### src/rtl/rom_ctrl_pkg.sv
// Shared types and helpers for the ROM burst arbiter.
// Holds the default widths, the FSM state enum and the request-field slicer.
package rom_ctrl_pkg;

    localparam int unsigned ADDR_W_DEF = 4;
    localparam int unsigned DATA_W_DEF = 8;
    localparam int unsigned MAX_REQ    = 4;
    localparam int unsigned FLAT_W     = MAX_REQ * ADDR_W_DEF;

    typedef enum logic [0:0] {
        IDLE  = 1'b0,
        BURST = 1'b1
    } state_t;

    // Pull requester idx's field out of a flattened {reqN-1, ..., req0} vector.
    function automatic logic [ADDR_W_DEF-1:0] field_at(input logic [FLAT_W-1:0] flat,
                                                       input int unsigned      idx);
        return ADDR_W_DEF'(flat >> (idx * ADDR_W_DEF));
    endfunction

endpackage

### src/rtl/rr_arbiter.sv
// Round-robin arbiter: one-hot grant searched upward from a rotating pointer.
// The pointer moves to one past the winner on every accepted grant.
module rr_arbiter #(
    parameter int unsigned NUM_REQ = 2,
    parameter int unsigned ID_W    = 1
) (
    input  logic               clk,
    input  logic               rst,
    input  logic               en,
    input  logic [NUM_REQ-1:0] req,
    output logic [NUM_REQ-1:0] grant_c,
    output logic [ID_W-1:0]    grant_id_c,
    output logic               accept_c
);

    logic [ID_W-1:0] ptr_q;
    int unsigned     idx;
    logic            found;

    // First asserted request at or after the pointer, wrapping around.
    always_comb begin
        grant_c    = '0;
        grant_id_c = '0;
        found      = 1'b0;
        idx        = 0;
        for (int unsigned k = 0; k < NUM_REQ; k++) begin
            idx = (32'(ptr_q) + k) % NUM_REQ;
            if (en && !found && req[ID_W'(idx)]) begin
                grant_c[ID_W'(idx)] = 1'b1;
                grant_id_c          = ID_W'(idx);
                found               = 1'b1;
            end
        end
        accept_c = found;
    end

    always_ff @(posedge clk) begin
        if (rst) begin
            ptr_q <= '0;
        end else if (accept_c) begin
            if (grant_id_c == ID_W'(NUM_REQ - 1)) begin
                ptr_q <= '0;
            end else begin
                ptr_q <= grant_id_c + ID_W'(1);
            end
        end
    end

endmodule

### src/rtl/rom_burst_arbiter.sv
// Shares one combinational ROM between NUM_REQ burst requesters and streams
// the bytes out on a single registered, tagged valid/ready channel.
module rom_burst_arbiter
    import rom_ctrl_pkg::*;
#(
    parameter int unsigned NUM_REQ = 2,
    parameter int unsigned ADDR_W  = ADDR_W_DEF,
    parameter int unsigned DATA_W  = DATA_W_DEF,
    parameter int unsigned ID_W    = (NUM_REQ > 1) ? $clog2(NUM_REQ) : 1
) (
    input  logic                      clk,
    input  logic                      rst,
    input  logic [NUM_REQ-1:0]        req_valid,
    output logic [NUM_REQ-1:0]        req_ready,
    input  logic [NUM_REQ*ADDR_W-1:0] req_addr,
    input  logic [NUM_REQ*ADDR_W-1:0] req_len,
    output logic [ADDR_W-1:0]         rom_addr,
    input  logic [DATA_W-1:0]         rom_data,
    output logic                      rd_valid,
    input  logic                      rd_ready,
    output logic [DATA_W-1:0]         rd_data,
    output logic [ID_W-1:0]           rd_id,
    output logic                      rd_last,
    output logic                      busy
);

    state_t              state_q, state_d;
    logic [ADDR_W-1:0]   addr_q, addr_d;
    logic [ADDR_W-1:0]   len_q, len_d;
    logic [ADDR_W-1:0]   cnt_q, cnt_d;
    logic [ID_W-1:0]     id_q, id_d;
    logic                rd_valid_d, rd_last_d;
    logic [DATA_W-1:0]   rd_data_d;
    logic [ID_W-1:0]     rd_id_d;

    logic [NUM_REQ-1:0]  grant_c;
    logic [ID_W-1:0]     grant_id_c;
    logic                accept_c;
    logic                load_c;
    logic [FLAT_W-1:0]   addr_flat_c, len_flat_c;

    rr_arbiter #(
        .NUM_REQ (NUM_REQ),
        .ID_W    (ID_W)
    ) u_arb (
        .clk        (clk),
        .rst        (rst),
        .en         (state_q == IDLE),
        .req        (req_valid),
        .grant_c    (grant_c),
        .grant_id_c (grant_id_c),
        .accept_c   (accept_c)
    );

    assign req_ready   = grant_c;
    assign rom_addr    = addr_q;
    assign busy        = (state_q == BURST);
    assign addr_flat_c = FLAT_W'(req_addr);
    assign len_flat_c  = FLAT_W'(req_len);
    // A new beat may enter the output register when it is empty or draining.
    assign load_c      = (state_q == BURST) && (!rd_valid || rd_ready);

    always_comb begin
        state_d    = state_q;
        addr_d     = addr_q;
        len_d      = len_q;
        cnt_d      = cnt_q;
        id_d       = id_q;
        rd_valid_d = rd_valid;
        rd_data_d  = rd_data;
        rd_id_d    = rd_id;
        rd_last_d  = rd_last;

        if (rd_valid && rd_ready) begin
            rd_valid_d = 1'b0;
            rd_last_d  = 1'b0;
        end

        case (state_q)
            IDLE: begin
                if (accept_c) begin
                    addr_d  = ADDR_W'(field_at(addr_flat_c, 32'(grant_id_c)));
                    len_d   = ADDR_W'(field_at(len_flat_c, 32'(grant_id_c)));
                    cnt_d   = '0;
                    id_d    = grant_id_c;
                    state_d = BURST;
                end
            end
            BURST: begin
                if (load_c) begin
                    rd_valid_d = 1'b1;
                    rd_data_d  = rom_data;
                    rd_id_d    = id_q;
                    rd_last_d  = (cnt_q == len_q);
                    addr_d     = addr_q + ADDR_W'(1);
                    cnt_d      = cnt_q + ADDR_W'(1);
                    if (cnt_q == len_q) begin
                        state_d = IDLE;
                    end
                end
            end
            default: state_d = IDLE;
        endcase
    end

    // Reset drops any partial burst: no trailing beat and no rd_last.
    always_ff @(posedge clk) begin
        if (rst) begin
            state_q  <= IDLE;
            addr_q   <= '0;
            len_q    <= '0;
            cnt_q    <= '0;
            id_q     <= '0;
            rd_valid <= 1'b0;
            rd_data  <= '0;
            rd_id    <= '0;
            rd_last  <= 1'b0;
        end else begin
            state_q  <= state_d;
            addr_q   <= addr_d;
            len_q    <= len_d;
            cnt_q    <= cnt_d;
            id_q     <= id_d;
            rd_valid <= rd_valid_d;
            rd_data  <= rd_data_d;
            rd_id    <= rd_id_d;
            rd_last  <= rd_last_d;
        end
    end

endmodule

### config.mk
export PLATFORM = sky130hd
export DESIGN_NAME = rom_burst_arbiter
export DESIGN_NICKNAME = d
export VERILOG_FILES = /design/src/rtl/rom_ctrl_pkg.sv /design/src/rtl/rr_arbiter.sv /design/src/rtl/rom_burst_arbiter.sv
export SDC_FILE = /design/constraint.sdc
export NUM_CORES = 1
export LEC_CHECK = 0
export BUFFER_PORTS_ARGS = -buffer_cell sky130_fd_sc_hd__buf_2
export CAP_MARGIN = 15
export CORE_ASPECT_RATIO = 0.7
export CORE_MARGIN = 10
export CORE_UTILIZATION = 26
export CTS_BUF_LIST = sky130_fd_sc_hd__clkbuf_8
export CTS_CLUSTER_DIAMETER = 60
export DETAILED_ROUTE_END_ITERATION = 6
export HOLD_SLACK_MARGIN = 0.05
export REMOVE_ABC_BUFFERS = 1
export SLEW_MARGIN = 20
export SYNTH_ARGS = -nofsm -noshare
export SYNTH_HDL_FRONTEND = slang
export SYNTH_SLANG_ARGS = --single-unit
### constraint.sdc
create_clock -name clk -period 1.18 [get_ports clk]
set_clock_uncertainty 0.1 [all_clocks]
set_input_delay 0.059 -clock clk [delete_from_list [all_inputs] [get_ports clk]]
set_output_delay 0.059 -clock clk [all_outputs]
set_load 0.02 [all_outputs]
==> summary.md, run 1 <==
| Metric | Value |
|---|---|
| Status | complete, but fails checks |
| Failing checks | setup timing |
| Worst Setup Start Kind | flop |
| Port Buffer Count | 46 |
| Worst Hold Depth | 4 |
| Vias | 1,310 |
| Layout cells sized above 1 | 46.52% |
| Power per Cell Area | 1271 mW/mm^2 |
| # DRC | 0 |
| Setup TNS | -2.575 ns |
| Max-slew violation count | 0 |
| Clock sinks | 26 |
| Core Region | 0.004404 mm^2 |
| Cells on worst reg2reg path | 6 |
| Internal reg-to-reg setup slack | -0.19 ns |
| Minimum clock period | 1.365 ns |
| Max transition margin | 67.53% |
| Final setup margin | -0.1851 ns |
| Placer Congestion | 0.7459 |
| DR WL/cell | 13.63 um |
| Min-delay src | req_len[2] |
| Most frequent cells in the layout | buf_2 (43), buf_4 (34), nand2_1 (22), dfxtp_1 (22), dlygate4sd3_1 (16) |
| Fmax | 732.6 MHz |
| Number of vias per cell | 4.596 |
| Tightest Hold Check Type | in -> reg |
| Top-area cell type share of the netlist area | 43.02% |
| Mapped Area | 0.001210 mm^2 |
| Seq/Total Area, Yosys | 43.02% |
| Worst setup EP type | primary output |
| Die area | 0.007826 mm^2 |
| Die height | 77.08 um |
| Clk slew on worst S/H paths | 0.10 ns |
| Total power | 0.002596 W |
| DIE WIDTH | 101.5 um |
| CTS tree | yes |
| Clk_lat worst skew | 0.28 ns |
| IO Pins | 47 |
| VDD IR max | 0.0005840 V |
| FF-to-FF End | len_q[3] |
| Vias in the first global route | 1,423 |
| Initial antenna violation count | 0 |
| Hold EP | len_q[2] |
| Synth-to-Final Area Change | 68.87% |
| Max cap viols | 0 |
| Synth area leader | dfxtp_1 |
| Slowest CP cell | dfxtp_2 |
| CP peak stage delay | 0.33 ns |
| Root buffer cell | clkbuf_8 |
| 1st-iter DRT viols | 54 |
| Yosys reg bits | 26 |
| FILL cells | 447 |
| Synth top area cells | dfxtp_1 (43%), nand2_1 (7.1%), a21oi_1 (6.6%), a32o_1 (3.3%), a22oi_1 (3.1%) |
| Setup violators final | 27 |
| Worst slew pin tran | 0.4870 ns |
| Final period util | 115.7% |
| GRT Residual Overflow | 0 |
| Synthesized instance count | 137 |
| Starting density of the core | 27.47% |
| WS Path Type | reg -> out |
| Syn_area_per_cell | 8.831 um^2 |
| Global Route Usage Sum | 9.958% |
| First-pass GRT wire length | 6506 um |
| Critical path's most frequent cell | buf_6 |
| Storage element area | 525.5 um^2 |
| DRT Wirelength | 3884 um |
| YS warnings | 0 |
| Reg2Reg Launch Point | u_arb.ptr_q |
| Multi-input logic area | 686.9 um^2 |
| Most common cell after layout, fill and taps aside | buf_2 |
| Crit-path max FO | 2 |
| First-pass detailed-route iteration total | 4 |
| # diodes | 0 |
| TritonCTS Buffers | 3 |
| Unique cell type count in the Yosys netlist | 42 |
| DP HPWL | 2846 um |
| Final Hold Viols | 0 |
| Largest net degree at the start of global routing | 25 |
| RSZ-0062 raised after global routing | yes |
| H-tree Lvls | 1 |
| CP Cell Sequence | buf_6, a21boi_4, and2_4, buf_6, buf_6 |
| Critical Path AT | 1.21 ns |
| Leakage | 0.9455 nW |
| Final #Nets | 262 |
| Clk buf depth | 2 |
| Site Rows | 20 |
| DRT antenna net count | 0 |
| CP Data Required Time | 1.02 ns |
==> per-layer routing <==
metal,vias up,routed length [um],global-route usage [%]
li1,682,-,-
met1,601,1777,11.53
met2,23,1893,17.15
met3,4,187,3.402
met4,0,26,2.083
met5,-,0,0
==> Yosys cell counts <==
| cell type | n |
|---|---|
| and3b_1 | 1 |
| buf_6 | 2 |
| xor2_1 | 4 |
| dfxtp_1 | 26 |
| and2b_1 | 1 |
| and2_1 | 1 |
| a21oi_2 | 1 |
| o21ai_1 | 1 |
| a21oi_1 | 16 |
| nand2b_1 | 2 |
| nor4_1 | 1 |
| a21boi_1 | 1 |
| a32oi_1 | 1 |
| o21ba_2 | 1 |
| and3_4 | 1 |
| a222oi_1 | 1 |
| a31oi_1 | 1 |
| and2_4 | 1 |
| a211oi_1 | 1 |
| ha_1 | 2 |
| nor3_1 | 6 |
| o32a_1 | 1 |
| nor2_1 | 9 |
| inv_1 | 1 |
| o21ai_0 | 1 |
| a311oi_1 | 2 |
| xnor2_1 | 2 |
| a22oi_1 | 5 |
| a21boi_2 | 1 |
| buf_2 | 3 |
| o211ai_1 | 1 |
| clkbuf_1 | 2 |
| nor3_2 | 1 |
| buf_1 | 1 |
| nor3b_2 | 1 |
| o41ai_2 | 1 |
| nand3_1 | 3 |
| buf_4 | 1 |
| a32o_1 | 4 |
| nand3b_1 | 1 |
| nand2_1 | 23 |
| or3_1 | 1 |
==> flip-flops by register name (all words and copies together) (netlist names) <==
name	cells
cnt_q	4
rd_data	8
u_arb.ptr_q	1
len_q	4
rd_id	1
id_q	1
rd_valid	1
rd_last	1
busy	1
rom_addr	4
==> worst max-delay path, delay by kind of cell, from the launching register on <==
kind	cells	cell delay, ns
compound gates	1	0.13
buf+inv	3	0.30
flops	1	0.33
simple gates	1	0.16
==> cell type report <==
class / instances / area share [%]
multi-input cells: 101 / 33.62
clock inverters: 1 / 1.470
flip-flops and latches: 26 / 25.72
repair buffers: 98 / 33.62
well taps: 55 / 3.368
inverters: 1 / 0.1837
clock buffers: 3 / 2.021
==> repair_timing <==
action | CTS | global route
hold buffers | 16 | 0
setup endpoints to repair | 27 | 28
cloned | 0 | 0
setup buffers | 5 | 1
endpoints found under the hold margin | 14 | 0
pin swaps | 8 | 5
gates resized for setup | 21 | 5
==> worst max path at each step <==
stage	from	end	slack, ns	cells after the start
2_1_floorplan	busy	cnt_q[1]	-0.51	4
3_3_place_gp	u_arb.ptr_q	rom_addr[1]	-0.15	4
3_5_place_dp	busy	rom_addr[0]	-0.18	5
4_1_cts	u_arb.ptr_q	req_ready[0]	-0.21	5
5_1_grt	u_arb.ptr_q	len_q[3]	-0.24	6
6_report	u_arb.ptr_q	req_ready[0]	-0.19	5
==> power by group <==
part / leakage, nW / total [W] / internal (W) / switching, W
clock network: 0.0357 / 0.000753 / 0.000455 / 0.000299
logic: 0.695 / 0.000832 / 0.000423 / 0.000409
registers: 0.215 / 0.00101 / 0.000960 / 0.0000506
==> logic make-up (layout without fill, tap and decap cells) <==
| logic type | Yosys count | count (layout) | share of synthesized area (%) |
|---|---|---|---|
| and+or+nand+nor | 53 | 53 | 21.72 |
| AOI/OAI and AO/OA | 40 | 40 | 23.89 |
| DFF | 26 | 26 | 43.02 |
| buffers and inverters | 10 | 103 | 4.963 |
| xor gates and xnor gates | 6 | 6 | 4.343 |
| adders and majority gates | 2 | 2 | 2.068 |
==> per-stage QoR <==
step / std cells / hold WS (ns) / instance area, um^2 / utilization (%) / worst slack (ns)
2_1_floorplan: 128 / 0.02807 / 1154 / - / -0.5150
3_5_place_dp: 259 / 0.2022 / 1678 / 38.10 / -0.1755
3_3_place_gp: 259 / 0.1975 / 1678 / 38.10 / -0.1526
6_report: 285 / 0.06278 / 2043 / 46.39 / -0.1851
5_1_grt: 285 / 0.08540 / 2043 / 46.39 / -0.2364
4_1_cts: 284 / 0.05424 / 2022 / 45.91 / -0.2139
(Power assumes the default switching activity.)
==> inputs of run 2 (changes only) <==
--- a/config.mk
+++ b/config.mk
@@ -14,6 +14,7 @@
 export CTS_CLUSTER_DIAMETER = 60
 export DETAILED_ROUTE_END_ITERATION = 6
 export HOLD_SLACK_MARGIN = 0.05
+export MAX_ROUTING_LAYER = met4
 export REMOVE_ABC_BUFFERS = 1
 export SLEW_MARGIN = 20
 export SYNTH_ARGS = -nofsm -noshare
==> run 2 against run 1 <==
The run still ends with setup timing left. Count of clock-buffer cells in the layout unchanged. Non-clock buffer count is the same. Maximum frequency about the same. Global-route usage up 0.27 points. Utilization stayed put. Register-to-register slack about the same. Power is essentially flat. Critical path type unchanged. Highest routed layer unchanged.
==> summary.md, run 2 (same netlist as run 1, synthesis figures left out) <==
| Metric | Value |
|---|---|
| Final setup margin | -0.1853 ns |
| Site Rows | 20 |
| Synth-to-Final Area Change | 68.87% |
| Setup violators final | 27 |
| Power per Cell Area | 1271 mW/mm^2 |
| Vias | 1,319 |
| Starting density of the core | 27.47% |
| Final #Nets | 262 |
| Setup TNS | -2.586 ns |
| Leakage | 0.9455 nW |
| Status | complete, but fails checks |
| RSZ-0062 raised after global routing | yes |
| Minimum clock period | 1.365 ns |
| DIE WIDTH | 101.5 um |
| DP HPWL | 2846 um |
| Root buffer cell | clkbuf_8 |
| DR WL/cell | 13.65 um |
| Port Buffer Count | 46 |
| 1st-iter DRT viols | 61 |
| Global Route Usage Sum | 10.22% |
| Final Hold Viols | 0 |
| Max cap viols | 0 |
| Final period util | 115.7% |
| H-tree Lvls | 1 |
| CTS tree | yes |
| Max transition margin | 67.41% |
| Worst slew pin tran | 0.4888 ns |
| Placer Congestion | 0.7553 |
| TritonCTS Buffers | 3 |
| # diodes | 0 |
| DRT antenna net count | 0 |
| Worst setup EP type | primary output |
| GRT Residual Overflow | 0 |
| Tightest Hold Check Type | in -> reg |
| Critical Path AT | 1.21 ns |
| Largest net degree at the start of global routing | 25 |
| Most common cell after layout, fill and taps aside | buf_2 |
| Clk buf depth | 2 |
| Internal reg-to-reg setup slack | -0.18 ns |
| IO Pins | 47 |
| Clk slew on worst S/H paths | 0.10 ns |
| Layout cells sized above 1 | 46.52% |
| DRT Wirelength | 3889 um |
| VDD IR max | 0.0005836 V |
| Die area | 0.007826 mm^2 |
| WS Path Type | reg -> out |
| Clock sinks | 26 |
| Worst Setup Start Kind | flop |
| Top reg by flops | rd_data |
| # DRC | 0 |
| Final core utilization | 46.39% |
| CP Data Required Time | 1.02 ns |
| First-pass detailed-route iteration total | 4 |
| Core Region | 0.004404 mm^2 |
| Fmax | 732.4 MHz |
| Max-slew violation count | 0 |
| Max reg flops | 8 |
| Most frequent cells in the layout | buf_2 (43), buf_4 (34), nand2_1 (22), dfxtp_1 (22), dlygate4sd3_1 (16) |
| First-pass GRT wire length | 6506 um |
| Failing checks | setup timing |
| Crit-path max FO | 2 |
| Die height | 77.08 um |
| Vias in the first global route | 1,423 |
| Clk_lat worst skew | 0.28 ns |
| Number of vias per cell | 4.628 |
| Initial antenna violation count | 0 |
## run 2: cell counts in the layout (fill, tap and decap cells not counted)
Identical to the previous run, type by type.
## run 2: stage by stage
step / total power (W) / hold WS, ns / cells / setup WS, ns / instance area (um^2)
after floorplan: 0.001363 / 0.02807 / 128 / -0.5150 / 1154
after global placement: 0.001720 / 0.1975 / 259 / -0.1526 / 1678
after detailed placement: 0.001725 / 0.2022 / 259 / -0.1755 / 1678
after CTS: 0.002605 / 0.05424 / 284 / -0.2139 / 2022
after global routing: 0.002740 / 0.08540 / 285 / -0.2364 / 2043
final: 0.002597 / 0.06106 / 285 / -0.1853 / 2043
## run 2: where the power goes
part	total (W)	switching [W]	internal, W
logic	0.000832	0.000410	0.000423
registers	0.00101	0.0000504	0.000960
clock network	0.000753	0.000299	0.000455
## run 2: worst paths after layout
kind / cells past startpoint / to / start
max: 5 / req_ready[0] / u_arb.ptr_q
min: 4 / len_q[2] / req_len[2]
max reg2reg: 6 / len_q[3] / u_arb.ptr_q
min reg2reg: 2 / rd_data[6] / rd_data[6]
## run 2: repair_timing
item,4_1_cts,5_1_grt
pin swaps,8,5
setup endpoints to repair,27,28
buffers inserted,5,1
hold buffers,16,0
endpoints found under the hold margin,14,0
gates resized for setup,21,5
## run 2: critical path, stage by stage, from the launching register on
cell and delay, ns:
dfxtp_2 0.33, buf_6 0.11, a21boi_4 0.13, and2_4 0.17
buf_6 0.09, buf_6 0.10
## run 2: final cells by class
class | instances | area, um^2
fillers | 447 | 2361
multi-input cells | 101 | 686.9
repair buffers | 98 | 686.9
flip-flops and latches | 26 | 525.5
well taps | 55 | 68.82
clock buffers | 3 | 41.29
clock inverters | 1 | 30.03
inverters | 1 | 3.754
## run 2: routing by layer
metal / routed length [um] / GRT usage (%)
met1: 1791 / 11.63
met4: 26 / 2.083
met3: 173 / 3.223
met5: 0 / -
met2: 1897 / 17.15
==> inputs of run 3 (changes only) <==
--- a/config.mk
+++ b/config.mk
@@ -9,12 +9,13 @@
 export CAP_MARGIN = 15
 export CORE_ASPECT_RATIO = 0.7
 export CORE_MARGIN = 10
-export CORE_UTILIZATION = 26
+export CORE_UTILIZATION = 40
 export CTS_BUF_LIST = sky130_fd_sc_hd__clkbuf_8
 export CTS_CLUSTER_DIAMETER = 60
 export DETAILED_ROUTE_END_ITERATION = 6
 export HOLD_SLACK_MARGIN = 0.05
 export MAX_ROUTING_LAYER = met4
+export PLACE_DENSITY = 0.7
 export REMOVE_ABC_BUFFERS = 1
 export SLEW_MARGIN = 20
 export SYNTH_ARGS = -nofsm -noshare
==> run 3 against run 2 <==
The flow still finishes with violations (setup timing). Maximum frequency fell by 4.5%. Sequential share of layout area fell by 0.33 points. Power rose by 5.5%. Utilization rose by 27 points. Die area fell by 28%. Cell count fell by 8.1%. Routed wire length rose by 33%. Register-to-register slack got worse by 0.05 ns. Via count rose by 11%. Global-route usage rose by 5.6 points. Critical path type unchanged.
==> summary.md, run 3 (same netlist as run 1, synthesis figures left out) <==
| Metric | Value |
|---|---|
| Crit-path max FO | 8 |
| Status | complete, but fails checks |
| WS Path Type | reg -> out |
| Number of vias per cell | 5.576 |
| # diodes | 0 |
| Internal reg-to-reg setup slack | -0.23 ns |
| Cells on worst reg2reg path | 4 |
| Placer Congestion | 0.8030 |
| Global Route Usage Sum | 15.81% |
| Layout cells sized above 1 | 55.75% |
| Die height | 66.02 um |
| 1st-iter DRT viols | 158 |
| FF-to-FF End | len_q[3] |
| Total power | 0.002739 W |
| Storage element area | 533.0 um^2 |
| DRT antenna net count | 0 |
| Synth-to-Final Area Change | 73.53% |
| IO Pins | 47 |
| Initial antenna violation count | 0 |
| Hold WS | 0.05482 ns |
| Multi-input logic area | 774.5 um^2 |
| Min-delay src | req_len[0] |
| First-pass GRT wire length | 7176 um |
| DIE WIDTH | 85.74 um |
| # DRC | 0 |
| Most common cell after layout, fill and taps aside | buf_2 |
| DP HPWL | 2810 um |
| Worst setup EP type | primary output |
| Final Hold Viols | 0 |
| Site Rows | 16 |
| CTS tree | yes |
| Top reg by flops | rd_data |
| Setup TNS | -2.922 ns |
| Final #Nets | 258 |
| Final setup margin | -0.2489 ns |
| CP Data Required Time | 1.02 ns |
| Final period util | 121.1% |
| Worst Hold Depth | 4 |
| Reg2Reg Launch Point | u_arb.ptr_q |
| RSZ-0062 raised after global routing | yes |
| Clk slew on worst S/H paths | 0.10 ns |
| Largest net degree at the start of global routing | 22 |
| DR WL/cell | 19.74 um |
| Clock sinks | 26 |
| Final core utilization | 73.86% |
| Post-route cell area | 0.002100 mm^2 |
| Failing checks | setup timing |
| Die area | 0.005660 mm^2 |
| Hold EP | len_q[0] |
| Critical Path AT | 1.27 ns |
| Core Region | 0.002843 mm^2 |
| Max-slew violation count | 0 |
| Max transition margin | 65.38% |
| Area after DPL | 0.001609 mm^2 |
| Starting density of the core | 42.56% |
| Worst slew pin tran | 0.5158 ns |
| H-tree Lvls | 1 |
| Minimum clock period | 1.429 ns |
| Fmax | 699.8 MHz |
| Setup violators final | 26 |
| VDD IR max | 0.0009918 V |
| Vias in the first global route | 1,500 |
| Worst Setup Start Kind | flop |
| TritonCTS Buffers | 3 |
| Max reg flops | 8 |
| Most frequent cells in the layout | buf_2 (45), buf_4 (24), dfxtp_1 (20) |
| Leakage | 0.9520 nW |
| Vias | 1,461 |
| FILL cells | 178 |
| DRT Wirelength | 5171 um |
| Max cap viols | 0 |
| Root buffer cell | clkbuf_8 |
| Clk_lat worst skew | 0.28 ns |
| Tightest Hold Check Type | in -> reg |
| Power per Cell Area | 1305 mW/mm^2 |
| GRT Residual Overflow | 0 |
| First-pass detailed-route iteration total | 4 |
| Port Buffer Count | 46 |
| Clk buf depth | 2 |
-- run 3: cell count changes in the layout (fill, tap and decap cells not counted), moves of 3 or more --
cell	change
a21oi_1	-7
a21oi_2	+7
a22oi_1	-3
a22oi_2	+3
buf_4	-10
buf_6	+6
nand2_1	-3
nor3_1	-3
-- run 3: worst max-delay path by stage --
stage	startpoint	endpoint	slack [ns]
floorplan	busy	cnt_q[1]	-0.51
global placement	u_arb.ptr_q	len_q[3]	-0.14
global route	u_arb.ptr_q	len_q[3]	-0.27
detailed placement	u_arb.ptr_q	rom_addr[1]	-0.21
finish	u_arb.ptr_q	req_ready[1]	-0.25
CTS	u_arb.ptr_q	req_ready[0]	-0.20
-- run 3: power breakdown --
group | switching (W) | internal [W] | total, W | leakage (nW)
clock | 0.000300 | 0.000455 | 0.000755 | 0.0357
sequential | 0.0000651 | 0.000962 | 0.00103 | 0.216
combinational | 0.000509 | 0.000449 | 0.000958 | 0.700
-- run 3: through the flow --
stage,setup WS (ns),instances
2_1_floorplan,-0.5150,128
3_3_place_gp,-0.1388,234
3_5_place_dp,-0.2078,234
4_1_cts,-0.2008,259
5_1_grt,-0.2683,262
6_report,-0.2489,262
-- run 3: final cells by class --
cell class	instances	area share, %
multi-input combinational	101	36.89
timing repair buffer	94	31.88
sequential	26	25.39
tap	36	2.145
clock buffer	3	1.967
clock inverter	1	1.430
inverter	1	0.2980
-- run 3: what timing repair did --
item | 4_1_cts | 5_1_grt
pin swaps | 13 | 8
hold endpoints to repair | 12 | 0
buffers inserted | 7 | 3
endpoints found under the setup margin | 28 | 27
resized for setup | 32 | 23
hold buffers | 14 | 0
-- run 3: critical path, cell delays in order, from the launching register on --
cell and delay [ns]:
dfxtp_2 0.33, nand2b_2 0.26, and3_4 0.24, buf_2 0.16
-- run 3: metal layers --
metal / wire length (um) / global-route usage, % / vias up
met5: 0 / - / -
met4: 187 / 3.689 / 0
met3: 375 / 4.187 / 23
met2: 2580 / 27.99 / 77
met1: 2027 / 17.39 / 692
li1: - / - / 669
